`src/rtl/sa_queue_pkg.sv`:
```
// rtl/sa_queue_pkg.sv - shared widths and helpers for the system-agent queues
package sa_queue_pkg;

  localparam int DEF_WIDTH = 57;

  function automatic int IDX_W(input int depth);
    return (depth > 1) ? $clog2(depth) : 1;
  endfunction

  function automatic int CNT_W(input int depth);
    return $clog2(depth + 1);
  endfunction

endpackage

```
`src/rtl/prio_enc_lsb.sv`:
```
// rtl/prio_enc_lsb.sv - lowest-set-bit priority encoder with valid flag
module prio_enc_lsb
  import sa_queue_pkg::*;
#(
  parameter int N = 8
) (
  input  logic [N-1:0]          req_i,
  output logic [IDX_W(N)-1:0]   idx_o,
  output logic                  vld_o
);

  localparam int IW = IDX_W(N);

  always_comb begin
    idx_o = '0;
    for (int i = N - 1; i >= 0; i--) begin
      if (req_i[i]) idx_o = IW'(i);
    end
  end

  assign vld_o = |req_i;

endmodule

```
`src/rtl/sa_tx_slot_queue.sv`:
```
// rtl/sa_tx_slot_queue.sv - slot-based TX queue with lowest-free allocation,
// mask/pop freeing and an age matrix tracking the oldest live entry
module sa_tx_slot_queue
  import sa_queue_pkg::*;
#(
  parameter int WIDTH = DEF_WIDTH,
  parameter int DEPTH = 8
) (
  input  logic                       clk,
  input  logic                       rst_n,
  input  logic                       wr_en,
  input  logic [WIDTH-1:0]           wr_dat,
  output logic                       wr_rdy,
  output logic [IDX_W(DEPTH)-1:0]    wr_idx,
  output logic                       wr_ovf,
  input  logic [DEPTH-1:0]           clr_mask,
  input  logic                       pop,
  output logic [DEPTH-1:0]           used,
  output logic [CNT_W(DEPTH)-1:0]    count,
  output logic                       empty,
  output logic                       oldest_vld,
  output logic [IDX_W(DEPTH)-1:0]    oldest_idx,
  output logic [WIDTH-1:0]           dat_out [DEPTH]
);

  localparam int CW = CNT_W(DEPTH);

  logic [DEPTH-1:0] used_q, used_d;
  logic [CW-1:0]    cnt_q, cnt_d;
  logic             ovf_q;
  logic [DEPTH-1:0] age_q [DEPTH];
  logic [WIDTH-1:0] regs_q [DEPTH];

  logic             alloc_vld, oldest_any, acc;
  logic [DEPTH-1:0] is_oldest, alloc_oh, pop_oh, free_m;
  int               n_freed;

  prio_enc_lsb #(.N(DEPTH)) u_alloc_enc (
    .req_i (~used_q),
    .idx_o (wr_idx),
    .vld_o (alloc_vld)
  );

  // A live slot is oldest when no other live slot claims to be older than it.
  always_comb begin
    is_oldest = '0;
    for (int i = 0; i < DEPTH; i++) begin
      is_oldest[i] = used_q[i];
      for (int j = 0; j < DEPTH; j++) begin
        if (used_q[j] && age_q[j][i]) is_oldest[i] = 1'b0;
      end
    end
  end

  prio_enc_lsb #(.N(DEPTH)) u_oldest_enc (
    .req_i (is_oldest),
    .idx_o (oldest_idx),
    .vld_o (oldest_any)
  );

  assign acc = wr_en & alloc_vld;

  always_comb begin
    alloc_oh = '0;
    pop_oh   = '0;
    if (acc) alloc_oh[wr_idx] = 1'b1;
    if (pop && oldest_any) pop_oh[oldest_idx] = 1'b1;
    free_m = clr_mask | pop_oh;
    used_d = (used_q & ~free_m) | alloc_oh;
    n_freed = 0;
    for (int i = 0; i < DEPTH; i++) begin
      if (free_m[i] && used_q[i]) n_freed = n_freed + 1;
    end
    cnt_d = CW'(int'(cnt_q) + int'(acc) - n_freed);
  end

  always_ff @(posedge clk or negedge rst_n) begin
    if (!rst_n) begin
      used_q <= '0;
      cnt_q  <= '0;
      ovf_q  <= 1'b0;
      for (int i = 0; i < DEPTH; i++) begin
        age_q[i]  <= '0;
        regs_q[i] <= '0;
      end
    end else begin
      used_q <= used_d;
      cnt_q  <= cnt_d;
      ovf_q  <= wr_en & ~alloc_vld;
      if (acc) begin
        regs_q[wr_idx] <= wr_dat;
        // New entry is younger than every slot that survives this cycle.
        for (int j = 0; j < DEPTH; j++) begin
          if (j == int'(wr_idx)) age_q[j] <= '0;
          else age_q[j][wr_idx] <= used_q[j] & ~free_m[j];
        end
      end
    end
  end

  assign wr_rdy     = alloc_vld;
  assign wr_ovf     = ovf_q;
  assign used       = used_q;
  assign count      = cnt_q;
  assign empty      = (cnt_q == '0);
  assign oldest_vld = ~empty;
  assign dat_out    = regs_q;

endmodule

```
`config.mk`:
```
export PLATFORM = sky130hd
export DESIGN_NAME = sa_tx_slot_queue
export DESIGN_NICKNAME = d
export VERILOG_FILES = /design/src/rtl/sa_queue_pkg.sv /design/src/rtl/prio_enc_lsb.sv /design/src/rtl/sa_tx_slot_queue.sv
export SDC_FILE = /design/constraint.sdc
export NUM_CORES = 1
export LEC_CHECK = 0
export CAP_MARGIN = 10
export CORE_AREA = 2 2 214 216
export CTS_CLUSTER_SIZE = 25
export DETAILED_ROUTE_END_ITERATION = 10
export DIE_AREA = 0 0 216 218
export PLACE_DENSITY = 0.77
export SLEW_MARGIN = 20
export SYNTH_ARGS = -nofsm -noshare
export SYNTH_HDL_FRONTEND = slang
export SYNTH_HIERARCHICAL = 1
export SYNTH_SLANG_ARGS = --single-unit
export TNS_END_PERCENT = 30
```
`constraint.sdc`:
```
create_clock -name clk -period 14.99 [get_ports clk]
set_input_delay 2.998 -clock clk [delete_from_list [all_inputs] [get_ports clk]]
set_output_delay 2.998 -clock clk [all_outputs]
set_load 0.005 [all_outputs]
```
==> results.toml <==
[placement]
place_inst = 2707
routabilityCongestion = 0.9272
dp.final_hpwl_um = 42920
portBuffers = 546
dp_slack_ns = 5.602

[pwr]
p_switching_w = 0.001363
switching_share_pct = 27.69
p_leak_nw = 13.56
power_frac_comb_pct = 31.4
p_clk_share_pct = 28.7
p_per_area_mw_per_mm2 = 170.4
power.internal_w = 0.003560
vdd_drop_max_mv = 0.1341
p_seq_share_pct = 39.9

[timing]
setup_tns_ns = 0
tightest_slew_ns = 1.104
fmax_mhz = 113.0
rsz0062_at_grt = "no"
hold_viol = 0
setup_ws_ns = 6.137
period_share_pct = 59.06
min_period_ns = 8.853
slew_headroom_pct = 26.40
finalClockSkew_ns = 0.02187
slew_violations = 0
finalSetupViolations = 0

[setup_path]
cp_max_fo = 6
arrival_ns = 9.33
worstSetupEndpointType = "flip-flop"
cp_common_cell = "ha_1"
critical-path-max-stage-delay_ns = 0.47
cp-start-kind = "input port"
ff2ff_path_depth = 35
crit_type = "in -> reg"
crit_path_top_delay_cell = "clkdlybuf4s50_1"
cp.required_ns = 15.47

[die]
initial_utilization_pct = 46.53
ios = 547
die_w_um = 216
core_sq_mm = 0.04489
row_count = 78
die_area_sq_mm = 0.04709
die_h_um = 218

[drt]
dr.first_iter.drc_count = 1088
remaining_drc_errors = 0
wl_um = 65750
viasPerCell = 5.382
wl_per_cell_um = 23.41
first_pass_iters = 7
antenna_left = 0
vias = 15120

[clock_network]
cts_tree = "yes"
cts_root_buf = "clkbuf_16"
cts_buffer_depth = 3
cts_sinks = 533
h-tree-depth = 2
clk_pin_slew_ns = 0.06
hold_buffers = 0
worstSkewPairLatency_ns = 0.61
cts-buffers-inserted = 55
cts_resized = 0
cts_setup_buffers = 0

[synthesis]
synth_warnings = 6
avgSynthCellArea_sq_um = 12.78
syn_inst = 1635
synth-xor-area-share_pct = 1.048
ys_ff_latch = 533
async_reset_ff_share_pct = 100.0
synth_fp_nets = 1718
synthAdderAreaFrac_pct = 0.8745
synth_area_sq_mm = 0.02089
synth_cell_type_count = 51
synth_ff_type = "dfrtp_1"
synthMuxAreaShare_pct = 18.59
ys_seq_area_share_pct = 63.85
synth_compound_area_share_pct = 3.648
synth-edff-count = 0
synth-simple-area-share_pct = 9.895
synth_top_family_by_area = "multiplexers"

[grt]
grt_max_degree = 177
grt_pass1_vias = 16220
track_usage_pct = 27.78
grt_pass1_wl_um = 99500
gr-total-overflow = 0
antenna_found_initial = 1

[hold_path]
holdPathStages = 2
hold_path_class = "reg -> reg"

[final_layout]
multiInputGateArea_sq_mm = 0.007188
seqCellArea_sq_mm = 0.01334
syn2layout_area_growth_pct = 38.27
final_core_util_pct = 64.34
fillers = 3399
instances_no_fill = 2809
nets = 2247
drive_above_1_share_pct = 21.24

[job]
maxCapViolations = 0

[outcome]
status = "finished, final reports clean"
==> synthesized netlist by cell type, types with 5 or more instances <==
cell	count	area, sq um
a2111oi_0	8	70.07
a21oi_1	8	40.04
a22o_1	8	70.07
a22oi_1	16	120.1
and2_1	8	50.05
and3_1	12	75.07
clkbuf_1	83	311.6
dfrtp_1	533	13340
ha_1	13	162.7
inv_1	27	101.4
mux2_2	343	3862
nand2_1	385	1445
nand3_1	39	195.2
nor2_1	16	60.06
o21ai_0	62	310.3
or2_2	5	31.28
xnor2_1	7	61.31
xor2_1	5	43.79
==> worst paths after layout <==
path                               from      endpoint  slack (ns)
setup / recovery                    pop      count[3]        6.14
max in group asynchronous         rst_n  dat_out[105]       10.98
hold reg to reg            dat_out[223]  dat_out[223]        0.47
min in group asynchronous         rst_n  dat_out[232]        2.47
hold / removal             dat_out[223]  dat_out[223]        0.47
setup reg to reg                used[6]      count[3]        6.71
==> logic make-up after synthesis <==
group                      Yosys count
muxes                              345
xor gates and xnor gates            17
adders and majority gates           14
DFF                                533
and+or+nand+nor                    491
AOI/OAI and AO/OA                  120
buffers and inverters              115
==> area by class of cell <==
cell class                 count  share of cell area, %
timing repair buffer         560                  19.41
antenna                        1               0.008663
clock buffer                  86                  5.900
multi-input combinational    987                  24.89
inverter                      27                 0.3509
tap                          600                  2.599
clock inverter                15                 0.6671
sequential                   533                  46.18
==> registers in the layout, summed over array words and instances (netlist names) <==
signal and flops:
age_q 64, count 4, dat_out 456, used 8, wr_ovf 1
==> worst max-delay path, delay by kind of cell <==
family	cells	cell delay, ns
XOR/XNOR	4	0.83
adder cells (fa/ha/maj)	8	2.16
AO/OA/AOI/OAI	7	1.36
multiplexers	3	0.47
buffers and inverters	6	0.80
AND/OR/NAND/NOR	4	0.70
==> power by group through the flow <==
stage	Sequential, W	Combinational, W	Clock, W
2_1_floorplan	0.00197	0.000579	0
3_3_place_gp	0.00196	0.00151	0
3_5_place_dp	0.00198	0.00155	0
4_1_cts	0.00196	0.00156	0.00144
5_1_grt	0.00200	0.00164	0.00150
6_report	0.00196	0.00154	0.00141
==> per-layer routing <==
metal / global-route usage [%] / vias up / part of all wire [%]
li1: - / 6584 / -
met1: 33.46 / 7803 / 39
met2: 46.82 / 573 / 50
met3: 7.713 / 159 / 7.3
met4: 12.33 / 0 / 4.2
met5: 0 / - / 0
==> placed cells by master, fill, tap and decap left out, types with 4 or more instances in the layout <==
master and n:
mux2_2 343, a2111oi_0 8, nand2_1 385, clkinv_2 8, ha_1 13, nor2_1 14
dfrtp_1 533, and2_1 8, nand3_1 36, nand2b_1 4, clkbuf_16 56, clkbuf_1 11
o21ai_0 62, nor2b_1 4, buf_4 10, a21oi_1 8, bufinv_16 4, a22o_1 8
or2_4 4, xor2_1 5, a22oi_1 16, xnor2_1 7, clkdlybuf4s50_1 545, clkbuf_8 19
inv_1 27, and3_1 12
==> per-stage QoR <==
stage               total power (W)  area (sq um)  hold WS (ns)
floorplan                  0.002553         20890        0.4444
global placement           0.003469         26980        0.4584
detailed placement         0.003525         26980        0.4617
CTS                        0.004960         28880        0.4774
global route               0.005144         28890        0.4942
finish                     0.004923         28890        0.4735
No activity file was read; power rests on OpenSTA's default activity.
